<file path="config.mk">
export PLATFORM = sky130hd
export DESIGN_NAME = video_sig_gen
export DESIGN_NICKNAME = d
export VERILOG_FILES = /design/src/rtl/video_timing_pkg.sv /design/src/rtl/wrap_counter.sv /design/src/rtl/video_sig_gen.sv
export SDC_FILE = /design/constraint.sdc
export NUM_CORES = 1
export LEC_CHECK = 0
export BUFFER_PORTS_ARGS = -buffer_cell sky130_fd_sc_hd__buf_2
export CAP_MARGIN = 30
export CORE_ASPECT_RATIO = 0.8
export CORE_UTILIZATION = 38
export CTS_CLUSTER_SIZE = 8
export DETAILED_ROUTE_END_ITERATION = 10
export PLACE_DENSITY_LB_ADDON = 0.2
export SLEW_MARGIN = 5
export SYNTH_ARGS = -nofsm -noshare
export SYNTH_HDL_FRONTEND = slang
export SYNTH_HIERARCHICAL = 1
export SYNTH_SLANG_ARGS = --single-unit
</file>
<file path="constraint.sdc">
create_clock -name clk_in -period 5.2 [get_ports clk_in]
set_input_delay 0.52 -clock clk_in [delete_from_list [all_inputs] [get_ports clk_in]]
set_output_delay 0.52 -clock clk_in [all_outputs]
set_load 0.01 [all_outputs]
</file>
<file path="src/rtl/video_timing_pkg.sv">
//------------------------------------------------------------------------------
// Module  : video_timing_pkg
// Brief   : Shared raster timing constants (720p60 defaults) and mode struct.
// Rev     : 1.0 - initial release
//------------------------------------------------------------------------------
`default_nettype none

package video_timing_pkg;

  localparam int c_h_active = 1280;
  localparam int c_h_fp     = 110;
  localparam int c_h_sync   = 40;
  localparam int c_h_bp     = 220;
  localparam int c_v_active = 720;
  localparam int c_v_fp     = 5;
  localparam int c_v_sync   = 5;
  localparam int c_v_bp     = 20;
  localparam int c_fps      = 60;

  localparam int c_total_pixels = c_h_active + c_h_fp + c_h_sync + c_h_bp;
  localparam int c_total_lines  = c_v_active + c_v_fp + c_v_sync + c_v_bp;

  typedef struct packed {
    logic [15:0] h_active;
    logic [15:0] h_fp;
    logic [15:0] h_sync;
    logic [15:0] h_bp;
    logic [15:0] v_active;
    logic [15:0] v_fp;
    logic [15:0] v_sync;
    logic [15:0] v_bp;
  } video_timing_t;

  localparam video_timing_t c_mode_720p60 = '{
    h_active: 16'd1280, h_fp: 16'd110, h_sync: 16'd40, h_bp: 16'd220,
    v_active: 16'd720,  v_fp: 16'd5,   v_sync: 16'd5,  v_bp: 16'd20
  };

endpackage

`default_nettype wire

</file>
<file path="src/rtl/wrap_counter.sv">
//------------------------------------------------------------------------------
// Module  : wrap_counter
// Brief   : Enabled modulo-MAX counter with a combinational wrap strobe.
// Rev     : 1.0 - initial release
//------------------------------------------------------------------------------
`default_nettype none

module wrap_counter #(
  parameter int MAX = 1650
) (
  input  logic                   clk_in,
  input  logic                   rst_in,
  input  logic                   en_in,
  output logic [$clog2(MAX)-1:0] count_out,
  output logic                   wrap_out
);

  localparam int                  c_w    = $clog2(MAX);
  localparam logic [c_w-1:0]      c_last = c_w'(MAX - 1);

  logic [c_w-1:0] r_count;

  always_ff @(posedge clk_in) begin
    if (rst_in) begin
      r_count <= '0;
    end else if (en_in) begin
      r_count <= (r_count == c_last) ? '0 : r_count + c_w'(1);
    end
  end

  assign count_out = r_count;
  assign wrap_out  = en_in && (r_count == c_last);

endmodule

`default_nettype wire

</file>
<file path="src/rtl/video_sig_gen.sv">
//------------------------------------------------------------------------------
// Module  : video_sig_gen
// Brief   : Raster timing generator (counts, hsync, vsync, active, new-frame).
//           Frame counter enabled by defining VIDEO_SIG_GEN_FRAME_COUNT_EN.
// Rev     : 1.0 - initial release
//------------------------------------------------------------------------------
`default_nettype none

module video_sig_gen
  import video_timing_pkg::*;
#(
  parameter int ACTIVE_H_PIXELS = c_h_active,
  parameter int H_FRONT_PORCH   = c_h_fp,
  parameter int H_SYNC_WIDTH    = c_h_sync,
  parameter int H_BACK_PORCH    = c_h_bp,
  parameter int ACTIVE_LINES    = c_v_active,
  parameter int V_FRONT_PORCH   = c_v_fp,
  parameter int V_SYNC_WIDTH    = c_v_sync,
  parameter int V_BACK_PORCH    = c_v_bp,
  parameter int FPS             = c_fps
) (
  input  logic clk_in,
  input  logic rst_in,
  output logic [$clog2(ACTIVE_H_PIXELS+H_FRONT_PORCH+H_SYNC_WIDTH+H_BACK_PORCH)-1:0] hcount_out,
  output logic [$clog2(ACTIVE_LINES+V_FRONT_PORCH+V_SYNC_WIDTH+V_BACK_PORCH)-1:0]    vcount_out,
  output logic hs_out,
  output logic vs_out,
  output logic ad_out,
  output logic nf_out,
  output logic [$clog2(FPS)-1:0] fc_out
);

  localparam int c_total_h = ACTIVE_H_PIXELS + H_FRONT_PORCH + H_SYNC_WIDTH + H_BACK_PORCH;
  localparam int c_total_v = ACTIVE_LINES + V_FRONT_PORCH + V_SYNC_WIDTH + V_BACK_PORCH;
  localparam int c_hw  = $clog2(c_total_h);
  localparam int c_vw  = $clog2(c_total_v);
  localparam int c_hxw = c_hw + 1;
  localparam int c_vxw = c_vw + 1;

  // One spare bit so a sync end equal to the total (zero back porch) stays representable.
  localparam logic [c_hxw-1:0] c_h_act  = c_hxw'(ACTIVE_H_PIXELS);
  localparam logic [c_hxw-1:0] c_hs_beg = c_hxw'(ACTIVE_H_PIXELS + H_FRONT_PORCH);
  localparam logic [c_hxw-1:0] c_hs_end = c_hxw'(ACTIVE_H_PIXELS + H_FRONT_PORCH + H_SYNC_WIDTH);
  localparam logic [c_vxw-1:0] c_v_act  = c_vxw'(ACTIVE_LINES);
  localparam logic [c_vxw-1:0] c_vs_beg = c_vxw'(ACTIVE_LINES + V_FRONT_PORCH);
  localparam logic [c_vxw-1:0] c_vs_end = c_vxw'(ACTIVE_LINES + V_FRONT_PORCH + V_SYNC_WIDTH);

  logic [c_hw-1:0]  w_h;
  logic [c_vw-1:0]  w_v;
  logic [c_hxw-1:0] w_hx;
  logic [c_vxw-1:0] w_vx;
  logic             w_h_wrap;
  logic             w_v_wrap;
  logic             w_unused;
  logic             w_ad;
  logic             w_hs;
  logic             w_vs;
  logic             w_nf;

  // Counters hold the pixel to be presented on the next edge; outputs lag them by one.
  wrap_counter #(.MAX(c_total_h)) u_hcnt (
    .clk_in    (clk_in),
    .rst_in    (rst_in),
    .en_in     (1'b1),
    .count_out (w_h),
    .wrap_out  (w_h_wrap)
  );

  wrap_counter #(.MAX(c_total_v)) u_vcnt (
    .clk_in    (clk_in),
    .rst_in    (rst_in),
    .en_in     (w_h_wrap),
    .count_out (w_v),
    .wrap_out  (w_v_wrap)
  );

  assign w_unused = w_v_wrap;
  assign w_hx = {1'b0, w_h};
  assign w_vx = {1'b0, w_v};
  assign w_ad = (w_hx < c_h_act) && (w_vx < c_v_act);
  assign w_hs = (w_hx >= c_hs_beg) && (w_hx < c_hs_end);
  assign w_vs = (w_vx >= c_vs_beg) && (w_vx < c_vs_end);
  assign w_nf = (w_hx == c_h_act) && (w_vx == c_v_act);

  always_ff @(posedge clk_in) begin
    if (rst_in) begin
      hcount_out <= '0;
      vcount_out <= '0;
      hs_out     <= 1'b0;
      vs_out     <= 1'b0;
      ad_out     <= 1'b0;
      nf_out     <= 1'b0;
    end else begin
      hcount_out <= w_h;
      vcount_out <= w_v;
      hs_out     <= w_hs;
      vs_out     <= w_vs;
      ad_out     <= w_ad;
      nf_out     <= w_nf;
    end
  end

`ifdef VIDEO_SIG_GEN_FRAME_COUNT_EN
  localparam int               c_fw      = $clog2(FPS);
  localparam logic [c_fw-1:0]  c_fc_last = c_fw'(FPS - 1);

  logic [c_fw-1:0] r_fc;

  always_ff @(posedge clk_in) begin
    if (rst_in) begin
      r_fc <= '0;
    end else if (w_nf) begin
      r_fc <= (r_fc == c_fc_last) ? '0 : r_fc + c_fw'(1);
    end
  end

  assign fc_out = r_fc;
`else
  assign fc_out = '0;
`endif

endmodule

`default_nettype wire

</file>
# Word level (Yosys, flattened, before mapping)
# Index checks and enable logic that the tools add are counted.
# W data, S select, Z words.
[word_totals]
ramBits = 0
latchBits = 0
regBits = 46
mem_bits_ro = 0
output_inout_bits = 31
n_memories = 0
[classes]
n_mul = 0
shift = 0
addsub = 2
mux = 1
order_cmp = 6
n_bitwise = 0
reduce_logical = 5
n_div = 0
eq_ne = 4
[ops]
columns = ["operator", "n"]
rows = [
  ["$eq A11 B11 Y1 const B", 2],
  ["$lt A11 B11 Y1 const B", 2],
  ["$eq A10 B10 Y1 const B", 2],
  ["$lt A10 B10 Y1 const B", 2],
  ["$add A11 B1 Y11 const B", 1],
  ["$ge A11 B11 Y1 const B", 1],
  ["$add A10 B1 Y10 const B", 1],
  ["$ge A10 B10 Y1 const B", 1],
  ["$mux W10", 1],
  ["$logic_and A1 B1 Y1", 4],
  ["$reduce_or A2 Y1", 1],
]

# Longest topological paths before layout
# Gate-level depths: netlist of run 1.
[logic_depth]
depth_word = 2
mapped_depth = 8
mapped_depth_nobuf = 7

# Hierarchy
# The synthesis of run 1 kept the hierarchy.
[by_module_without_submodules]
columns = ["mod", "cells_each", "instances", "area_each_um2", "seq_area_each_um2"]
rows = [
  ["video_sig_gen", 80, 1, 855.8, 500.5],
  ["wrap_counter at u_vcnt", 58, 1, 514.2, 200.2],
  ["wrap_counter at u_hcnt", 55, 1, 504.2, 220.2],
]

# Least setup slack after synthesis of run 1
# Ideal clock, no wire load.
[synth_timing]
path_kind = "register -> register"
from = "reg u_hcnt.r_count[0] (netlist: u_hcnt/count_out[0])"
to = "reg u_vcnt.r_count[9] (netlist: u_vcnt/count_out[9])"
path_stages_with_launch = 8
setup_slack_ns = 3.312
arrival_time_ns = 1.782
period_less_slack_ns = 1.888
setup_ns = 0.106
path_buffers = 1
cell_sequence = "dfxtp_1 -> ha_1 -> and4b_1 -> and3_1 -> buf_4 -> nand3_1 -> or4b_1 -> o311ai_0"
[synth_via]
elab_chain_len = 1
[synth_rtl]
columns = ["item", "line", "source"]
rows = [
  ["start: declaration", "wrap_counter.sv:21", "logic [c_w-1:0] r_count;"],
  ["start signal: assignment", "wrap_counter.sv:27", "r_count <= (r_count == c_last) ? '0 : r_count + c_w'(1);"],
  ["$eq A11 B11 Y1", "wrap_counter.sv:32", "assign wrap_out = en_in && (r_count == c_last);"],
  ["via w_h_wrap", "video_sig_gen.sv:52", "logic w_h_wrap;"],
  ["end signal: assignment", "wrap_counter.sv:27", ""],
  ["end: declaration", "wrap_counter.sv:21", ""],
]
# The timed path passes the listed nets, and every way through them passes these cells.
# A chain may end at the register's enable or synchronous reset.

# Final worst setup path of run 1
[layout_timing]
from = "reg u_hcnt.r_count[0] (netlist: u_hcnt/count_out[0])"
to = "reg u_vcnt.r_count[3] (netlist: u_vcnt/count_out[3])"
# The elaborated chain is that of the path after synthesis.

==> flow_summary.toml, run 1 <==
[cells_and_area]
multi_input_area_sq_um = 895
drive_gt1_share_pct = 17.2
ff_latch_area_sq_um = 921
nets = 232
num-fill-cells = 443
antenna_cells = 0
syn_to_final_growth_pct = 14.0

[setup_path]
cp-start-kind = "flip-flop"
reg2regPathDepth = 6
regToRegStartpoint = "u_hcnt/count_out[0]"
endpoint_kind = "flip-flop"
path_buf_inv = 0
cp.required_ns = 5.35
path_cells = "ha_1, and4b_1, and3_1, nand3_1, o41ai_4, nor2_1"
arrival_ns = 2.40
cp.depth = 6
path_class = "flip-flop to flip-flop"
rrSetupSlack_ns = 2.95
crit_path_max_fanout = 9
critPathTopFamily = "simple AND/OR/NAND/NOR gates"
slowest_delay_ns = 0.63
r2r-end = "u_vcnt/count_out[3]"
slowest_stage = "o41ai_4"

[sta]
fin_tns_setup_ns = 0
rsz0062_at_grt = "false"
hold_viol_final = 0
layout_setup_ws_ns = 2.95
holdWs_ns = 0.518
finalCriticalPeriod_ns = 2.25
fin_skew_ns = 0.00677
setup_viol = 0
fmax_ghz = 0.444
tightest_slew_ns = 0.555
relSlewSlack_pct = 62.9
period_share_pct = 43.3
slew_viol_final = 0

[synth]
syn_avg_cell_area_sq_um = 9.73
ys_warn_count = 6
post_synth_instance_area_sq_um = 1870
synthesis.instances = 192

[global_route]
use_met1_pct = 21.2
grt_pass1_wl_mm = 5.90
gr-total-overflow = 0
use_met2_pct = 21.4
grt_pass1_vias = 1260
busiest_layer = "met2"
grt_util_met3_pct = 4.65
antenna_found_initial = 0
grt_use_total_pct = 15.0
grt_max_degree = 30

[floorplan]
ioPinCount = 33
num_rows = 22
die_h_um = 64.7
die_w_um = 80.4
core_sq_um = 4650
die_area_sq_um = 5200
start_util_pct = 40.2

[placed_design]
place_ws_ns = 2.96
io_buffers = 26
gp_congestion = 0.704
hpwlAfterDp_mm = 2.39

[detailed_routing]
drtIter0Drc = 81
dr.pass1.iters = 4
wl_per_cell_um = 12.0
vias = 1390
drt_wl_total_mm = 3.44
viasPerCell = 4.84
drc = 0
ant_nets = 0

[power]
p_switching_w = 0.000135
ir_drop_mv = 0.121
pwr-share-comb_pct = 4.0
internal_power_w = 0.000461
p_seq_share_pct = 60.9
p_leak_nw = 0.863
powerDensity_nw_per_um2 = 280
switching_share_pct = 22.7
clkPwrFrac_pct = 35.0

[min_path]
hold_path_depth = 2
hold_end = "u_vcnt/count_out[7]"
min_from = "u_vcnt/count_out[7]"
min_path_type = "flip-flop to flip-flop"

[clock_network]
post_cts_buffers = 0
cts_buffers = 5
clk_latency_ns = 0.29
cts-root-buf = "clkbuf_8"
holdBufCountCts = 0
clockBufferDepth = 2
cts_tree = "built"
cts.sinks = 46
cts.repair.resized = 0
ctsHtreeMaxLevel = 2
path_clk_slew_ns = 0.08

[status]
outcome = "completed"

[job]
cap_violations = 0
-- power by group through the flow --
| stage | sequential [W] | clock [W] | combinational [W] |
|---|---|---|---|
| finish | 0.000363 | 0.000209 | 0.0000239 |
| global route | 0.000364 | 0.000234 | 0.0000277 |
| CTS | 0.000363 | 0.000216 | 0.0000237 |
| detailed placement | 0.000371 | 0 | 0.0000236 |
| global placement | 0.000371 | 0 | 0.0000239 |
| floorplan | 0.000371 | 0 | 0.0000206 |
-- worst max path at each step --
| stage | end | slack (ns) | from |
|---|---|---|---|
| 2_1_floorplan | u_vcnt/count_out[9] | 3.33 | u_hcnt/count_out[0] |
| 3_3_place_gp | u_vcnt/count_out[1] | 3.04 | u_hcnt/count_out[0] |
| 3_5_place_dp | u_vcnt/count_out[3] | 2.96 | u_hcnt/count_out[0] |
| 4_1_cts | u_vcnt/count_out[3] | 2.96 | u_hcnt/count_out[0] |
| 5_1_grt | u_vcnt/count_out[0] | 2.75 | u_hcnt/count_out[0] |
| 6_report | u_vcnt/count_out[3] | 2.95 | u_hcnt/count_out[0] |
-- final cells by class --
| cell class | instances | area share, % |
|---|---|---|
| multi-input combinational | 141 | 42.0 |
| sequential | 46 | 43.2 |
| tap | 60 | 3.53 |
| timing repair buffer | 26 | 6.11 |
| inverter | 6 | 1.06 |
| clock inverter | 2 | 0.646 |
| clock buffer | 6 | 3.41 |
-- per-layer routing --
metal / wire length [um] / vias to the layer above
li1: - / 713
met1: 1820 / 635
met2: 1390 / 40
met3: 207 / 2
met4: 19 / 0
met5: 0 / -
-- worst reg2reg max path, cell delays in order (launching register included) --
cell	delay (ns)
dfxtp_1	0.45
ha_1	0.18
and4b_1	0.18
and3_1	0.34
nand3_1	0.24
o41ai_4	0.63
nor2_1	0.12
-- registers in the layout, indices dropped and copies added (netlist names) --
| name | count |
|---|---|
| vcount_out | 10 |
| hs_out | 1 |
| nf_out | 1 |
| hcount_out | 11 |
| ad_out | 1 |
| u_hcnt/count_out | 11 |
| u_vcnt/count_out | 10 |
| vs_out | 1 |
-- stage by stage --
stage               instance area, sq um  instances  power [W]  util [%]
floorplan                           1910        203   0.000392         -
global placement                    2040        279   0.000395      43.9
CTS                                 2130        287   0.000603      45.8
detailed placement                  2040        279   0.000395      43.9
finish                              2130        287   0.000596      45.8
global route                        2130        287   0.000626      45.8
-- cells in the final DEF (no fill, tap or decap), drive strengths merged, types with 3 or more instances in the layout --
master,n
a211oi,3
a21oi,5
buf,26
clkbuf,6
conb,13
dfxtp,46
ha,4
inv,6
nand2,10
nand3,6
nand4,8
nor2,23
nor2b,20
nor3,3
nor4,3
o21a,3
or4,3
xnor2,7
xor2,7
Power figures use the tool's default switching activity.
==> run 2, diff against run 1 <==
==> constraint.sdc (replaced) <==
create_clock -name clk_in -period 2.35 [get_ports clk_in]
set_input_delay 0.235 -clock clk_in [delete_from_list [all_inputs] [get_ports clk_in]]
set_output_delay 0.235 -clock clk_in [all_outputs]
set_load 0.01 [all_outputs]
==> run 2 against run 1 <==
- highest routed layer unchanged
- setup slack got worse by 2.7 ns
- wire length up 6.5%
- core utilization increased by 2.2 points
- total power rose by 140%
==> flow_summary.toml, run 2 (synthesis results as in run 1) <==
[power]
powerDensity_nw_per_um2 = 649
p_leak_nw = 0.930
switching_share_pct = 21.9
clkPwrFrac_pct = 40.6
p_switching_w = 0.000318
internal_power_w = 0.00113
p_seq_share_pct = 55.4
ir_drop_mv = 0.235
pwr-share-comb_pct = 3.9

[placed_design]
io_buffers = 26
placed_cell_area_sq_um = 2110
hpwlAfterDp_mm = 2.53
gp_congestion = 0.748

[global_route]
antenna_found_initial = 0
grt_pass1_vias = 1251
gr-total-overflow = 0
grt_use_total_pct = 15.7
grt_max_degree = 30
grt_pass1_wl_mm = 6.08

[sta]
setup_viol = 0
fin_skew_ns = 0.00513
holdWs_ns = 0.385
fmax_ghz = 0.468
relSlewSlack_pct = 65.6
slew_viol_final = 0
rsz0062_at_grt = "false"
fin_tns_setup_ns = 0
period_share_pct = 90.9
tightest_slew_ns = 0.516
hold_viol_final = 0
finalCriticalPeriod_ns = 2.14

[cells_and_area]
nets = 242
final_common_cell = "dfxtp_1"
drive_gt1_share_pct = 21.1
fin_area_sq_um = 2230
most-common-layout-cells = "dfxtp_1 (46), buf_2 (26), nor2_1 (23)"
antenna_cells = 0
num-fill-cells = 447
syn_to_final_growth_pct = 19.4
fin_util_pct = 48.0

[detailed_routing]
dr.pass1.iters = 4
drc = 0
wl_per_cell_um = 12.3
ant_nets = 0
viasPerCell = 4.71
vias = 1398
drt_wl_total_mm = 3.66
drtIter0Drc = 72

[floorplan]
num_rows = 22
core_sq_um = 4650
start_util_pct = 40.2
die_w_um = 80.4
ioPinCount = 33
die_area_sq_um = 5200
die_h_um = 64.7

[setup_path]
path_class = "flip-flop to flip-flop"
cp.required_ns = 2.55
arrival_ns = 2.34
crit_path_max_fanout = 9
cp-start-kind = "flip-flop"
endpoint_kind = "flip-flop"

[status]
outcome = "completed"

[job]
cap_violations = 0

[clock_network]
cts_tree = "built"
cts-root-buf = "clkbuf_8"
path_clk_slew_ns = 0.09
ctsHtreeMaxLevel = 2
cts.repair.resized = 0
cts_buffers = 5
clk_latency_ns = 0.30
cts.sinks = 46
clockBufferDepth = 2
holdBufCountCts = 0

[min_path]
min_path_type = "input port to flip-flop"
## run 2: cell types whose count changed in the layout (fill, tap and decap cells not counted), sizes merged
cell    before  now
buf         26   36
bufinv       0    1
inv          6    7
clkbuf       6    5
clkinv       2    1
## run 2: path summary, 6_finish.rpt
path / startpoint / to / slack (ns) / cells after the start
worst min register to register: u_vcnt/count_out[7] / u_vcnt/count_out[7] / 0.52 / 2
worst max register to register: u_hcnt/count_out[0] / u_vcnt/count_out[9] / 0.21 / 6
worst min-delay path: rst_in / hcount_out[7] / 0.38 / 2
worst max-delay path: u_hcnt/count_out[0] / u_vcnt/count_out[9] / 0.21 / 6
## run 2: repair_timing
action	CTS	global route
buffers inserted	0	1
endpoints found under the setup margin	0	8
hold endpoints to repair	0	0
## run 2: routing by layer
metal  GRT usage, %  up-vias  wire, um
li1               -      732         -
met1           22.6      633      1960
met2           20.8       28      1470
met3           4.23        5       163
met4           8.71        0        65
met5              0        -         0
## run 2: final cells by class
class                           count  area, sq um  share of cell area (%)
Tap cell                           60         75.1                    3.37
Multi-Input combinational cell    141          895                    40.1
Sequential cell                    46          921                    41.3
Inverter                            6         22.5                    1.01
Timing Repair Buffer               36          205                    9.20
Clock inverter                      3         43.8                    1.96
Clock buffer                        5         68.8                    3.08
## run 2: power groups by stage
stage / combinational [W] / clock (W) / sequential, W
final: 0.0000569 / 0.000588 / 0.000802
after global routing: 0.0000635 / 0.000643 / 0.000805
after CTS: 0.0000551 / 0.000611 / 0.000802
after detailed placement: 0.0000548 / 0 / 0.000820
after global placement: 0.0000558 / 0 / 0.000819
after floorplan: 0.0000455 / 0 / 0.000821
## run 2: worst max-delay path: stages, from the launching register on
cell and delay, ns:
dfxtp_1 0.45, ha_1 0.18, and4b_1 0.17, and3_1 0.33, nand3_1 0.24, or4b_1 0.55, o311ai_0 0.10
## run 2: through the flow
| stage | std cells | power [W] | setup WS [ns] |
|---|---|---|---|
| 2_1_floorplan | 203 | 0.000866 | 0.484 |
| 3_3_place_gp | 288 | 0.000875 | 0.203 |
| 3_5_place_dp | 288 | 0.000875 | 0.101 |
| 4_1_cts | 296 | 0.00147 | 0.0862 |
| 5_1_grt | 297 | 0.00151 | 0.0766 |
| 6_report | 297 | 0.00145 | 0.214 |
==> run 3, diff against run 2 <==
==> constraint.sdc (replaced) <==
create_clock -name clk_in -period 2.72 [get_ports clk_in]
set_input_delay 0.272 -clock clk_in [delete_from_list [all_inputs] [get_ports clk_in]]
set_output_delay 0.272 -clock clk_in [all_outputs]
set_load 0.01 [all_outputs]
==> run 3 against run 2 <==
- sequential share of layout area is 1.8 points higher
- die area stayed put
- count of clock-buffer cells in the layout is 1 higher
- largest cell class unchanged
- core utilization is 2.0 points lower
- sequential cell count stayed put
- clock skew is 0.0066 ns higher
- sequential power is 13% lower
- global-route usage is 0.37 points lower
- final cell count is 3.0% lower
- setup slack better by 0.27 ns
- critical path type unchanged
- clock power is 30% lower
==> flow_summary.toml, run 3 (synthesis results as in run 1) <==
[cells_and_area]
antenna_cells = 0
nets = 233
syn_to_final_growth_pct = 14.4
drive_gt1_share_pct = 17.5
most-common-layout-cells = "dfxtp_1 (46), buf_2 (26), nor2_1 (23)"
final_common_cell = "dfxtp_1"

[clock_network]
path_clk_slew_ns = 0.09
clockBufferDepth = 2
ctsHtreeMaxLevel = 2
cts.repair.resized = 0
cts-root-buf = "clkbuf_8"
cts.sinks = 46
clk_latency_ns = 0.30
holdBufCountCts = 0
cts_buffers = 5
cts_tree = "built"
post_cts_buffers = 0

[placed_design]
io_buffers = 26
hpwlAfterDp_mm = 2.46
gp_congestion = 0.728

[sta]
rsz0062_at_grt = "false"
fin_skew_ns = 0.0117
hold_viol_final = 0
setup_viol = 0
slew_viol_final = 0
relSlewSlack_pct = 64.8
tightest_slew_ns = 0.529
period_share_pct = 82.2
fmax_ghz = 0.447
finalCriticalPeriod_ns = 2.24
fin_tns_setup_ns = 0

[min_path]
hold_end = "hcount_out[7]"
min_from = "rst_in"
min_path_type = "input port to flip-flop"
hold_path_depth = 2

[global_route]
gr-total-overflow = 0
grt_pass1_wl_mm = 5.92
grt_use_total_pct = 15.4
antenna_found_initial = 0
grt_max_degree = 30
grt_pass1_vias = 1261

[power]
p_switching_w = 0.000270
ir_drop_mv = 0.243
power.total_w = 0.00115
p_seq_share_pct = 60.3
clkPwrFrac_pct = 35.7
powerDensity_nw_per_um2 = 538
pwr-share-comb_pct = 4.0
p_leak_nw = 0.869
internal_power_w = 0.000881
switching_share_pct = 23.5

[setup_path]
regToRegStartpoint = "u_hcnt/count_out[2]"
reg2regPathDepth = 5
crit_path_max_fanout = 9
r2r-end = "u_vcnt/count_out[3]"
cp.required_ns = 2.89
slowest_delay_ns = 0.60
endpoint_kind = "flip-flop"
arrival_ns = 2.40
path_class = "flip-flop to flip-flop"
slowest_stage = "o41ai_4"
rrSetupSlack_ns = 0.48
path_cells = "nor4b_1, and3_1, nand3_1, o41ai_4, nor2_1"
cp-start-kind = "flip-flop"

[detailed_routing]
ant_nets = 0
viasPerCell = 4.79
drc = 0
vias = 1380
dr.pass1.iters = 4
drtIter0Drc = 90
drt_wl_total_mm = 3.55
wl_per_cell_um = 12.3

[floorplan]
die_area_sq_um = 5200
core_sq_um = 4650
start_util_pct = 40.2
die_w_um = 80.4
num_rows = 22
die_h_um = 64.7
ioPinCount = 33

[status]
outcome = "completed"

[job]
cap_violations = 0
[run 3: power by group through the flow]
stage                     registers [W]  clock network, W  logic (W)
after floorplan                0.000709                 0  0.0000393
after global placement         0.000709                 0  0.0000457
after detailed placement       0.000710                 0  0.0000456
after CTS                      0.000694          0.000427  0.0000457
after global routing           0.000695          0.000447  0.0000514
final                          0.000694          0.000411  0.0000455
[run 3: worst max-delay path by stage]
stage,startpoint,end,slack (ns),cells past startpoint
floorplan,u_hcnt/count_out[0],u_vcnt/count_out[9],0.85,7
global placement,u_hcnt/count_out[2],u_vcnt/count_out[1],0.55,5
detailed placement,u_hcnt/count_out[2],u_vcnt/count_out[3],0.48,5
CTS,u_hcnt/count_out[2],u_vcnt/count_out[3],0.46,5
global route,u_hcnt/count_out[0],u_vcnt/count_out[1],0.29,6
finish,u_hcnt/count_out[2],u_vcnt/count_out[3],0.48,5
[run 3: final cells by class]
type	count	area, sq um
clock buffers	6	72.6
clock inverters	2	13.8
fillers	459	2510
inverters	6	22.5
multi-input cells	141	895
flip-flops and latches	46	921
well taps	60	75.1
repair buffers	27	138
[run 3: through the flow]
step / util, % / std cells / instance area (sq um) / hold WS (ns) / worst slack (ns)
finish: 45.9 / 288 / 2140 / 0.429 / 0.483
CTS: 45.9 / 288 / 2140 / 0.424 / 0.463
detailed placement: 44.1 / 280 / 2050 / 0.513 / 0.480
floorplan: - / 203 / 1910 / 0.341 / 0.854
global placement: 44.1 / 280 / 2050 / 0.495 / 0.547
global route: 45.9 / 288 / 2140 / 0.454 / 0.290
[run 3: per-layer routing]
metal	vias to the layer above	GRT usage, %	wire, um
met5	-	0	0
met4	0	8.04	64
met3	6	4.23	190
met2	33	21.6	1460
met1	628	21.2	1840
li1	713	-	-
[run 3: critical path, delay by kind of cell (launching register included)]
family          cells  cell delay, ns
simple gates        4            1.10
compound gates      1            0.60
flops               1            0.40
